[config.mk]
export PLATFORM = sky130hd
export DESIGN_NAME = softshell_wb_initiator
export DESIGN_NICKNAME = d
export VERILOG_FILES = /design/src/rtl/softshell_wb_initiator.sv
export SDC_FILE = /design/constraint.sdc
export NUM_CORES = 1
export LEC_CHECK = 0
export BUFFER_PORTS_ARGS = -buffer_cell sky130_fd_sc_hd__clkbuf_2
export CAP_MARGIN = 40
export CORE_UTILIZATION = 50
export DETAILED_ROUTE_END_ITERATION = 7
export HOLD_SLACK_MARGIN = 0.03
export PLACE_DENSITY_LB_ADDON = 0.08
export RECOVER_POWER = 25
export SETUP_SLACK_MARGIN = 0.2
export SKIP_LAST_GASP = 1
export SLEW_MARGIN = 20
export SYNTH_ARGS = -nofsm -noshare
export SYNTH_HDL_FRONTEND = slang
export SYNTH_SLANG_ARGS = --single-unit
export TNS_END_PERCENT = 100
[constraint.sdc]
create_clock -name wb_clk_i -period 3 [get_ports wb_clk_i]
set_input_delay 0.6 -clock wb_clk_i [delete_from_list [all_inputs] [get_ports wb_clk_i]]
set_output_delay 0.6 -clock wb_clk_i [all_outputs]
set_load 0.1 [all_outputs]
[src/rtl/softshell_wb_initiator.sv]
// Single-outstanding Wishbone classic initiator: command in IDLE, bus cycle in BUS, response held in RESP.
// Minimum latency is two cycles from acceptance to rsp_valid_o; the response holds until rsp_ready_i, and no command is accepted meanwhile.
module softshell_wb_initiator #(
  parameter int TIMEOUT = 255
) (
  input  logic        wb_clk_i,
  input  logic        wb_rst_i,
  input  logic        req_valid_i,
  output logic        req_ready_o,
  input  logic        req_we_i,
  input  logic [31:0] req_adr_i,
  input  logic [31:0] req_dat_i,
  input  logic [3:0]  req_sel_i,
  output logic        rsp_valid_o,
  input  logic        rsp_ready_i,
  output logic [31:0] rsp_dat_o,
  output logic        rsp_err_o,
  output logic        rsp_timeout_o,
  output logic        wbm_cyc_o,
  output logic        wbm_stb_o,
  output logic        wbm_we_o,
  output logic [3:0]  wbm_sel_o,
  output logic [31:0] wbm_adr_o,
  output logic [31:0] wbm_dat_o,
  input  logic [31:0] wbm_dat_i,
  input  logic        wbm_ack_i,
  input  logic        wbm_err_i
);

  typedef enum logic [1:0] {IDLE, BUS, RESP} state_t;

  localparam logic [15:0] WAIT_LAST = 16'(TIMEOUT - 1);

  state_t      state, state_nxt;
  logic [15:0] wait_cnt;
  logic        accept;
  logic        timeout_hit;

  // Ready is gated by reset so nothing is offered while reset is held.
  assign req_ready_o = (state == IDLE) && !wb_rst_i;
  assign accept      = req_valid_i && req_ready_o;
  assign timeout_hit = (wait_cnt == WAIT_LAST);
  assign wbm_cyc_o   = (state == BUS);
  assign wbm_stb_o   = (state == BUS);
  assign rsp_valid_o = (state == RESP);

  always_comb begin
    state_nxt = state;
    case (state)
      IDLE: if (accept) state_nxt = BUS;
      BUS:  if (wbm_ack_i || wbm_err_i || timeout_hit) state_nxt = RESP;
      RESP: if (rsp_ready_i) state_nxt = IDLE;
      default: state_nxt = IDLE;
    endcase
  end

  always_ff @(posedge wb_clk_i) begin
    if (wb_rst_i) begin
      state         <= IDLE;
      wait_cnt      <= '0;
      wbm_we_o      <= 1'b0;
      wbm_sel_o     <= '0;
      wbm_adr_o     <= '0;
      wbm_dat_o     <= '0;
      rsp_dat_o     <= '0;
      rsp_err_o     <= 1'b0;
      rsp_timeout_o <= 1'b0;
    end else begin
      state <= state_nxt;
      if (accept) begin
        wbm_we_o  <= req_we_i;
        wbm_sel_o <= req_sel_i;
        wbm_adr_o <= req_adr_i;
        wbm_dat_o <= req_dat_i;
        wait_cnt  <= '0;
      end
      if (state == BUS) begin
        // ERR outranks ACK, and either outranks a timeout landing on the same edge.
        if (wbm_err_i) begin
          rsp_dat_o     <= wbm_dat_i;
          rsp_err_o     <= 1'b1;
          rsp_timeout_o <= 1'b0;
        end else if (wbm_ack_i) begin
          rsp_dat_o     <= wbm_dat_i;
          rsp_err_o     <= 1'b0;
          rsp_timeout_o <= 1'b0;
        end else if (timeout_hit) begin
          rsp_err_o     <= 1'b1;
          rsp_timeout_o <= 1'b1;
        end else begin
          wait_cnt <= wait_cnt + 16'd1;
        end
      end
    end
  end

endmodule

==> results of run 1 <==
-- sequential cells by signal, indices dropped and copies added (netlist names) --
register,flops
rsp_err_o,1
wbm_dat_o,32
rsp_timeout_o,1
state,2
wait_cnt,16
wbm_adr_o,32
wbm_sel_o,4
rsp_dat_o,32
wbm_we_o,1
-- per-stage QoR --
step                      setup slack, ns  std cells  cell area [sq um]
final                               0.573        919               6350
after detailed placement            0.490        887               5820
after floorplan                     0.337        598               4730
after global routing                0.334        919               6350
after CTS                           0.621        919               6380
after global placement              0.537        887               5820
-- placed cells by master (no fill, tap or decap), types with 2 or more instances in the layout --
| cell type | synthesis | routed |
|---|---|---|
| nand3_1 | 10 | 10 |
| clkbuf_1 | 32 | 6 |
| nand2b_1 | 3 | 3 |
| nand2_1 | 208 | 208 |
| and4_1 | 2 | 2 |
| nor2_1 | 12 | 11 |
| clkinvlp_4 | 0 | 3 |
| buf_4 | 1 | 7 |
| clkbuf_16 | 0 | 16 |
| nor4_1 | 4 | 4 |
| a31oi_1 | 3 | 3 |
| nand4_1 | 12 | 12 |
| nand4b_1 | 3 | 3 |
| clkbuf_2 | 1 | 213 |
| ha_1 | 2 | 2 |
| inv_1 | 12 | 11 |
| o211ai_1 | 15 | 15 |
| or4b_1 | 2 | 2 |
| clkbuf_8 | 1 | 2 |
| bufinv_16 | 0 | 2 |
| dfxtp_1 | 121 | 121 |
| clkinv_2 | 0 | 5 |
| or3_1 | 3 | 3 |
| or4_1 | 6 | 6 |
| o21ai_0 | 71 | 72 |
| a21oi_1 | 40 | 40 |
-- logic make-up after synthesis --
group,count (synthesis),share of synthesized area (%)
DFF,121,51.3
buffers and inverters,58,5.49
AOI/OAI and AO/OA,140,16.6
adders and majority gates,2,0.530
xor gates and xnor gates,2,0.371
and+or+nand+nor,275,25.7
-- power breakdown --
group | leakage [nW] | internal (W) | switching [W] | total [W]
Sequential | 0.990 | 0.00170 | 0.0000462 | 0.00174
Clock | 0.271 | 0.00120 | 0.000704 | 0.00190
Combinational | 1.48 | 0.000154 | 0.000834 | 0.000987
Total | 2.74 | 0.00305 | 0.00158 | 0.00463
-- layer usage --
layer	up-vias	track usage (%)	wire [um]
met2	188	43.5	6470
met3	20	6.32	837
met5	-	0	0
met1	2180	31.1	5330
met4	0	9.16	229
li1	2422	-	-
-- Yosys cell counts (all sizes together) --
cell | n | area (sq um)
a21oi | 40 | 200
a221oi | 1 | 8.76
o221ai | 1 | 8.76
o31a | 1 | 8.76
nor2 | 12 | 45.0
and2 | 1 | 6.26
o22ai | 1 | 6.26
or3 | 3 | 18.8
xor2 | 1 | 8.76
dfxtp | 121 | 2420
nand2b | 3 | 18.8
nor3 | 3 | 20.0
nor4 | 5 | 46.3
a211oi | 1 | 12.5
or4b | 3 | 30.0
and4 | 2 | 17.5
nor2b | 1 | 6.26
a22oi | 1 | 7.51
clkbuf | 34 | 139
nand2 | 208 | 781
ha | 2 | 25.0
nand4b | 3 | 26.3
o211a | 1 | 10.0
a211o | 1 | 8.76
a41oi | 1 | 8.76
o21ai | 72 | 360
dlygate4sd1 | 1 | 8.76
and3 | 1 | 6.26
o211ai | 15 | 113
inv | 12 | 45.0
nand4 | 12 | 75.1
or4 | 8 | 65.1
nand3 | 10 | 50.1
buf | 11 | 66.3
o311a | 1 | 10.0
xnor2 | 1 | 8.76
a31oi | 3 | 18.8
-- worst paths after layout --
path,startpoint,endpoint,cells after the start
setup reg to reg,state[1],wbm_adr_o[22],4
hold reg to reg,rsp_dat_o[15],rsp_dat_o[15],2
hold / removal,req_dat_i[31],wbm_dat_o[31],3
setup / recovery,wbm_ack_i,rsp_dat_o[6],5
-- cell type report --
class / count / area, sq um
sequential: 121 / 2420
inverter: 12 / 45.0
timing repair buffer: 224 / 1130
fill: 790 / 2840
clock buffer: 20 / 435
tap: 111 / 139
clock inverter: 12 / 125
multi-input combinational: 419 / 2050
-- worst max-delay path, cell delays in order --
cell      delay, ns
clkbuf_1       0.13
o21ai_0        1.45
buf_4          0.42
nand2_1        0.07
a21oi_1        0.17
==> metrics.cfg, run 1 <==
[setup_path]
cp.required_ns=3.42
crit_path_end_kind=flop
critPathMaxFanout=17
regToRegSetupSlack_ns=0.60
startpoint_type=input port
arrival_ns=2.85
critPathKind=in2reg

[clock_tree]
cts_root_buf=clkbuf_8
clk_latency_ns=0.50
cts.repair.resized=0
cts-hold-fix-buffers=0
cts_buffer_depth=2
post_cts_buffers=0
h-tree-depth=4
clk_pin_slew_ns=0.06
numClockSinks=121
cts_tree=done
cts_buffers=17

[sta]
post-route-min-period_ns=2.43
setup_violations=0
hold_violations=0
relSlewSlack_pct=-26.3
rsz0062_at_grt=no
slew_viol_final=18
fin_worst_skew_ns=0.00880
hold_slack_ns=0.294
period_share_pct=80.9
tightest_slew_ns=1.87
fmax_ghz=0.412
timing.setup.tns_ns=0

[run]
drv_cap=1

[routing]
drtIter0Drc=259
ant_nets=0
vias=4810
vias_per_cell=5.23
drt_wl_total_mm=12.9
wl_per_cell_um=14.0
drcViolationCount=0
drt-pass1-iter-count=4

[pwr]
finalPower_w=0.00463
peakVddDrop_mv=0.367
p_leak_nw=2.74
power_per_cell_area_nw_per_um2=729

[yosys]
yosys_warnings=0
syn-num-nets=707
ys_ff_latch=121
synthesis.area_sq_um=4720
seq_area_frac_synth_pct=51.3
syn_inst=598
ys_types=48
syn-mean-instance-area_sq_um=7.89

[global_route]
grt_pass1_vias=4149
grt_antenna_before_repair=0
grt_pass1_wl_mm=19.9
grt_use_total_pct=25.4
grt-ovfl-total=0
grt_max_degree=66

[final_layout]
fin_nets=904
n_antenna_cell=0
finish.utilization_pct=69.1
syn_to_final_growth_pct=34.6
drive_gt1_share_pct=32.2

[floorplan]
rows=35
fp.dieH_um=99.1
core_area_sq_um=9200
dieArea_sq_um=9830
die_x_um=99.1
ios=214
initial_core_util_pct=51.3

[status]
status=finished with violations
violations=max-capacitance violations, max-slew violations

[placement]
portBuffers=213
gp_congestion=0.877
dp_hpwl_mm=9.03

[min_path]
holdCritPathClass=in2reg

No activity file was read; power rests on OpenSTA's default activity.
==> run 2: changes to the inputs <==
ABC_AREA = 1   (was unset)
CORE_UTILIZATION = 42   (was 50)
clock period = 2.15 ns   (was 3 ns; I/O delays follow)
==> run 2 against run 1 <==
Net effect: the run now ends clean; final cell count up 9.8%; clock-buffer cell count up 7; core utilization is 10 points lower; sequential share of layout area decreased by 0.61 points; sequential cell count is the same; synthesized area grew 1.3%; critical path depth shrank 3; cell area grew 1.6%.
==> metrics.cfg, run 2 <==
[status]
status=finished, final reports clean  ; was finished with violations

[pwr]
combinationalPowerShare_pct=23.6  ; was 21.3%
p_clk_share_pct=39.0  ; was 41.1%
switching_power_w=0.00226  ; was 0.00158 W
pwr-share-seq_pct=37.5  ; was 37.6%
power_per_cell_area_nw_per_um2=1020  ; was 729 nW/um^2
p_leak_nw=3.36  ; was 2.74 nW
swShare_pct=34.5  ; was 34.2%
p_int_w=0.00430  ; was 0.00305 W
peakVddDrop_mv=0.662  ; was 0.367 mV

[global_route]
grt_pass1_vias=4397  ; was 4149
grt-ovfl-total=0  ; unchanged
grt_pass1_wl_mm=20.2  ; was 19.9 mm
grt_max_degree=56  ; was 66
grt_use_total_pct=22.2  ; was 25.4%
grt_antenna_before_repair=0  ; unchanged

[routing]
drt-pass1-iter-count=4  ; unchanged
vias=4827  ; was 4810
vias_per_cell=4.78  ; was 5.23
drt_wl_total_mm=12.5  ; was 12.9 mm
drtIter0Drc=233  ; was 259
drcViolationCount=0  ; unchanged
wl_per_cell_um=12.4  ; was 14.0 um
ant_nets=0  ; unchanged

[sta]
slew_viol_final=0  ; was 18
timing.setup.tns_ns=0  ; unchanged
relSlewSlack_pct=62.5  ; was -26.3%
fin_worst_skew_ns=0.00675  ; was 0.00880 ns
rsz0062_at_grt=no  ; unchanged
hold_violations=0  ; unchanged
post-route-min-period_ns=1.88
setup_violations=0  ; unchanged
setup_slack_ns=0.271  ; was 0.573 ns
fmax_ghz=0.532
period_share_pct=87.4
hold_slack_ns=0.215  ; was 0.294 ns
tightest_slew_ns=0.565  ; was 1.87 ns

[final_layout]
fin_nets=967  ; was 904
layout_commonest_cell=clkbuf_2  ; unchanged
num-fill-cells=1064  ; was 790
top_regs=rsp_dat_o x32, wbm_adr_o x32, wbm_dat_o x32  ; unchanged
finish.utilization_pct=58.8  ; was 69.1%
drive_gt1_share_pct=30.4  ; was 32.2%
fin_area_sq_um=6450  ; was 6350 sq um
layout_common_cells=clkbuf_2, nand2_1, dfxtp_1  ; unchanged
n_antenna_cell=0  ; unchanged
syn_to_final_growth_pct=35.0  ; was 34.6%

[setup_path]
cpPeakStageDelay_ns=0.37  ; was 1.45 ns
r2r_end=wbm_adr_o[0]  ; was wbm_adr_o[22]
regToRegSetupSlack_ns=0.51  ; was 0.60 ns
critPathMaxFanout=3  ; was 17
slowest_stage=buf_4  ; was o21ai_0
crit_path_end_kind=output port  ; was flop
worst-r2r-cell-count=6  ; was 4
rr_startpoint=state[0]  ; was state[1]
cp.required_ns=1.72  ; was 3.42 ns
critPathKind=reg2out  ; was in2reg
startpoint_type=flop  ; was input port
arrival_ns=1.45  ; was 2.85 ns
crit_chain=nor3_1 > buf_4  ; was clkbuf_1 > o21ai_0 > buf_4 > nand2_1 > a21oi_1

[yosys]
synthArstFlopShare_pct=0  ; unchanged
synth_top_cell_by_area=dfxtp_1  ; unchanged
ys_ff_latch=121  ; unchanged
ys_top_cells_by_area=dfxtp_1, nand2_1, nand3_1  ; was dfxtp_1, nand2_1, o21ai_0
syn-num-nets=765  ; was 707
syn_inst=656  ; was 598
syn-mean-instance-area_sq_um=7.29  ; was 7.89 sq um
netlist.area_leader.share_pct=50.7  ; was 51.3%
seq_area_frac_synth_pct=50.7  ; was 51.3%
synthTopCellsByCount=nand2_1, dfxtp_1, nor2_1  ; was nand2_1, dfxtp_1, o21ai_0
yosysMostFrequentCell=nand2_1  ; unchanged
ys_types=30  ; was 48
ys.flop_type=dfxtp_1  ; unchanged
synthesis.area_sq_um=4780  ; was 4720 sq um
yosys_warnings=0  ; unchanged
synth_edf_count=0  ; unchanged

[placement]
dp_slack_ns=0.493  ; was 0.490 ns
dp_hpwl_mm=8.81  ; was 9.03 mm
gp_congestion=0.815  ; was 0.877
portBuffers=213  ; unchanged
placed_area_sq_um=5920  ; was 5820 sq um

[clock_tree]
clk_latency_ns=0.40  ; was 0.50 ns
clk_pin_slew_ns=0.05  ; was 0.06 ns
cts_tree=done  ; unchanged
h-tree-depth=4  ; unchanged
cts_buffers=17  ; unchanged
cts_root_buf=clkbuf_16  ; was clkbuf_8
cts_buffer_depth=2  ; unchanged
numClockSinks=121  ; unchanged
cts-hold-fix-buffers=0  ; unchanged

[floorplan]
initial_core_util_pct=43.5  ; was 51.3%
die_x_um=109  ; was 99.1 um
dieArea_sq_um=11800  ; was 9830 sq um
fp.dieH_um=109  ; was 99.1 um
ios=214  ; unchanged
core_area_sq_um=11000  ; was 9200 sq um
rows=38  ; was 35

[run]
drv_cap=0  ; was 1

[min_path]
holdPathEnd=wbm_adr_o[4]  ; was wbm_dat_o[31]
holdCritPathClass=in2reg  ; unchanged
worstHoldStart=req_adr_i[4]  ; was req_dat_i[31]
hold_depth=3  ; unchanged

[run 2: how the worst max path moves through the flow]
stage              from            to  slack (ns)  cells after the start
2_1_floorplan  wb_rst_i  wbm_adr_o[0]        0.17                      7
3_3_place_gp   state[0]     wbm_stb_o        0.52                      3
3_5_place_dp   state[0]     wbm_cyc_o        0.49                      3
4_1_cts        state[0]     wbm_cyc_o        0.16                      3
5_1_grt        state[0]   req_ready_o        0.16                      2
6_report       state[0]   req_ready_o        0.27                      2
[run 2: metal layers]
layer | GRT usage [%] | wire [um] | share of wire (%) | vias to the layer above
met5 | 0 | 0 | 0 | -
met4 | 8.88 | 197 | 1.6 | 0
met3 | 9.21 | 882 | 7.0 | 14
met2 | 35.8 | 6150 | 49 | 150
met1 | 26.1 | 5320 | 42 | 2174
li1 | - | - | - | 2489
[run 2: what timing repair did]
item,4_1_cts,5_1_grt
resized for setup,2,6
setup endpoints to repair,2,3
buffers inserted,0,0
[run 2: power by group through the flow]
| stage | logic [W] | registers, W | clock network [W] |
|---|---|---|---|
| floorplan | 0.000286 | 0.00347 | 0 |
| global placement | 0.00154 | 0.00250 | 0 |
| detailed placement | 0.00155 | 0.00250 | 0 |
| CTS | 0.00156 | 0.00246 | 0.00263 |
| global route | 0.00162 | 0.00248 | 0.00274 |
| finish | 0.00155 | 0.00246 | 0.00256 |
[run 2: kinds of logic (layout without fill, tap and decap cells)]
group	count (synthesis)	count (layout)	share of synthesized area, %
AOI/OAI and AO/OA	61	61	6.65
adders and majority gates	2	2	0.523
buffers and inverters	64	277	6.15
DFF	121	121	50.7
and+or+nand+nor	408	408	36.0
[run 2: worst max-delay path: cells and delay by family (launching register included)]
family | cells | cell delay (ns)
AND/OR/NAND/NOR | 1 | 0.34
buffers and inverters | 1 | 0.37
flip-flops | 1 | 0.33
[run 2: through the flow]
step / power (W) / instances
floorplan: 0.00376 / 656
global placement: 0.00404 / 979
detailed placement: 0.00406 / 979
CTS: 0.00665 / 1009
global route: 0.00684 / 1009
finish: 0.00657 / 1009
[run 2: cell type report]
class / instances / area, sq um / share of cell area (%)
Inverter: 26 / 101 / 1.57
Clock inverter: 3 / 40.0 / 0.620
Timing Repair Buffer: 221 / 1160 / 18.0
Tap cell: 140 / 175 / 2.71
Sequential cell: 121 / 2420 / 37.5
Clock buffer: 27 / 493 / 7.64
Multi-Input combinational cell: 471 / 2060 / 31.9
==> run 3: changes to the inputs <==
ABC_AREA = unset   (was 1)
CTS_CLUSTER_DIAMETER = 40   (was unset)
==> run 3 against run 2 <==
Net effect: sequential cell count unchanged; critical endpoint is now wait_cnt[6]; worst hold slack worse by 0.11 ns; critical path type is now reg2reg; wire length up 4.2%; first-iteration DRC count up 27%.
==> metrics.cfg, run 3 (same netlist as run 1, synthesis figures left out) <==
[pwr]
p_clk_share_pct=40.0  ; was 39.0%
pwr-share-seq_pct=38.0  ; was 37.5%
switching_power_w=0.00214  ; was 0.00226 W
peakVddDrop_mv=0.714  ; was 0.662 mV
finalPower_w=0.00641  ; was 0.00657 W
swShare_pct=33.4  ; was 34.5%
combinationalPowerShare_pct=22.0  ; was 23.6%
power_per_cell_area_nw_per_um2=956  ; was 1020 nW/um^2
p_int_w=0.00427  ; was 0.00430 W
p_leak_nw=2.88  ; was 3.36 nW

[clock_tree]
cts_buffer_depth=2  ; unchanged
cts-hold-fix-buffers=0  ; unchanged
h-tree-depth=4  ; unchanged
clk_pin_slew_ns=0.05  ; about the same
numClockSinks=121  ; unchanged
cts_buffers=17  ; unchanged
cts_tree=done  ; unchanged
clk_latency_ns=0.51  ; was 0.40 ns
cts_root_buf=clkbuf_8  ; was clkbuf_16

[floorplan]
fp.dieH_um=108  ; was 109 um
die_x_um=108  ; was 109 um
dieArea_sq_um=11700  ; was 11800 sq um
ios=214  ; unchanged
rows=38  ; unchanged
initial_core_util_pct=43.3  ; was 43.5%
core_area_sq_um=10900  ; was 11000 sq um

[setup_path]
path_common_cell=or4_4
cpPeakStageDelay_ns=0.56  ; was 0.37 ns
rr_startpoint=wait_cnt[10]  ; was state[0]
critPathMaxFanout=5  ; was 3
cp.required_ns=2.55  ; was 1.72 ns
crit_chain=or4_4 > or4_4 > buf_6 > a41oi_2 > a21oi_1  ; was nor3_1 > buf_4
arrival_ns=2.37  ; was 1.45 ns
crit_path_end_kind=flop  ; was output port
regToRegSetupSlack_ns=0.18  ; was 0.51 ns
slowest_stage=or4_4  ; was buf_4
r2r_end=wait_cnt[6]  ; was wbm_adr_o[0]
critPathKind=reg2reg  ; was reg2out
startpoint_type=flop  ; unchanged
worst-r2r-cell-count=5  ; was 6

[sta]
timing.setup.tns_ns=0  ; unchanged
hold_slack_ns=0.107  ; was 0.215 ns
post-route-min-period_ns=1.97  ; was 1.88 ns
hold_violations=0  ; unchanged
tightest_slew_ns=0.800  ; was 0.565 ns
setup_violations=0  ; unchanged
relSlewSlack_pct=46.5  ; was 62.5%
slew_viol_final=0  ; unchanged
setup_slack_ns=0.179  ; was 0.271 ns
rsz0062_at_grt=yes  ; was no
fmax_ghz=0.507  ; was 0.532 GHz
period_share_pct=91.7  ; was 87.4%
fin_worst_skew_ns=0.00601  ; was 0.00675 ns

[final_layout]
top_regs=rsp_dat_o x32, wbm_adr_o x32, wbm_dat_o x32  ; unchanged
num-fill-cells=964  ; was 1064
fin_nets=929  ; was 967
layout_common_cells=clkbuf_2, nand2_1, dfxtp_1  ; unchanged
n_antenna_cell=0  ; unchanged
syn_to_final_growth_pct=42.1  ; was 35.0%
layout_commonest_cell=clkbuf_2  ; unchanged
drive_gt1_share_pct=35.9  ; was 30.4%

[routing]
vias=4844  ; was 4827
drtIter0Drc=295  ; was 233
drcViolationCount=0  ; unchanged
drt_wl_total_mm=13.1  ; was 12.5 mm
vias_per_cell=4.99  ; was 4.78
ant_nets=0  ; unchanged
drt-pass1-iter-count=4  ; unchanged
wl_per_cell_um=13.5  ; was 12.4 um

[global_route]
grt_use_total_pct=22.5  ; was 22.2%
grt_pass1_wl_mm=20.4  ; was 20.2 mm
grt_pass1_vias=4441  ; was 4397
grt_max_degree=89  ; was 56
grt-ovfl-total=0  ; unchanged
grt_antenna_before_repair=0  ; unchanged

[run]
drv_cap=0  ; unchanged

[placement]
portBuffers=213  ; unchanged
dp_slack_ns=0.0319  ; was 0.493 ns
dp_hpwl_mm=9.00  ; was 8.81 mm
gp_congestion=0.818  ; was 0.815

[min_path]
holdCritPathClass=in2reg  ; unchanged
worstHoldStart=req_we_i  ; was req_adr_i[4]
holdPathEnd=wbm_we_o  ; was wbm_adr_o[4]
hold_depth=3  ; unchanged

[status]
status=finished, final reports clean  ; unchanged

-- run 3: changes by cell type in the layout (fill, tap and decap cells not counted), moves of 9 or more --
cell | before | now
nor2_1 | 101 | 11
nand3_1 | 82 | 10
a21oi_1 | 11 | 40
o21ai_0 | 38 | 67
buf_4 | 5 | 32
o211ai_1 | 0 | 15
inv_1 | 20 | 9
nand4_1 | 3 | 12
-- run 3: metal layers --
metal | wire length [um] | track usage, % | up-vias
li1 | - | - | 2463
met2 | 6260 | 36.1 | 175
met3 | 1100 | 9.46 | 20
met4 | 225 | 11.4 | 0
met5 | 0 | 0 | -
met1 | 5480 | 25.7 | 2186
-- run 3: final cells by class --
type                            instances  area [sq um]  share of cell area (%)
Timing Repair Buffer                  249          1420                    21.1
Multi-Input combinational cell        419          2110                    31.5
Tap cell                              140           175                    2.61
Sequential cell                       121          2430                    36.3
Inverter                               12          48.8                   0.728
Clock inverter                          4          70.1                    1.05
Clock buffer                           25           454                    6.78
-- run 3: worst max path at each step --
| stage | startpoint | endpoint | slack, ns | cells after the start |
|---|---|---|---|---|
| 2_1_floorplan | wb_rst_i | wbm_adr_o[15] | -0.12 | 8 |
| 3_3_place_gp | wbm_ack_i | wait_cnt[3] | 0.05 | 4 |
| 3_5_place_dp | wbm_ack_i | wait_cnt[6] | 0.03 | 6 |
| 4_1_cts | wait_cnt[13] | wait_cnt[6] | 0.17 | 5 |
| 5_1_grt | state[0] | wbm_adr_o[9] | 0.1 | 4 |
| 6_report | wait_cnt[10] | wait_cnt[6] | 0.18 | 5 |
-- run 3: per-stage QoR --
step / area (sq um) / instances / utilization [%]
2_1_floorplan: 4810 / 598 / -
3_3_place_gp: 6000 / 928 / 55.1
3_5_place_dp: 6000 / 928 / 55.1
4_1_cts: 6630 / 964 / 60.9
5_1_grt: 6700 / 970 / 61.6
6_report: 6700 / 970 / 61.6
-- run 3: timing repair --
action                                  CTS  global route
setup buffers                             6             6
gates cloned                              1             0
resized for setup                        15            12
pin swaps                                 4             6
endpoints found under the setup margin   13            16
-- run 3: power groups by stage --
stage | Combinational (W) | Clock (W) | Sequential, W
6_report | 0.00141 | 0.00256 | 0.00243
5_1_grt | 0.00147 | 0.00275 | 0.00245
4_1_cts | 0.00141 | 0.00263 | 0.00243
3_5_place_dp | 0.00140 | 0 | 0.00248
3_3_place_gp | 0.00139 | 0 | 0.00247
2_1_floorplan | 0.000251 | 0 | 0.00335
-- run 3: critical path, delay by kind of cell (launching register included) --
family                 cells  cell delay, ns
flip-flops                 1            0.33
buffers and inverters      1            0.16
AO/OA/AOI/OAI              2            0.26
AND/OR/NAND/NOR            2            1.11
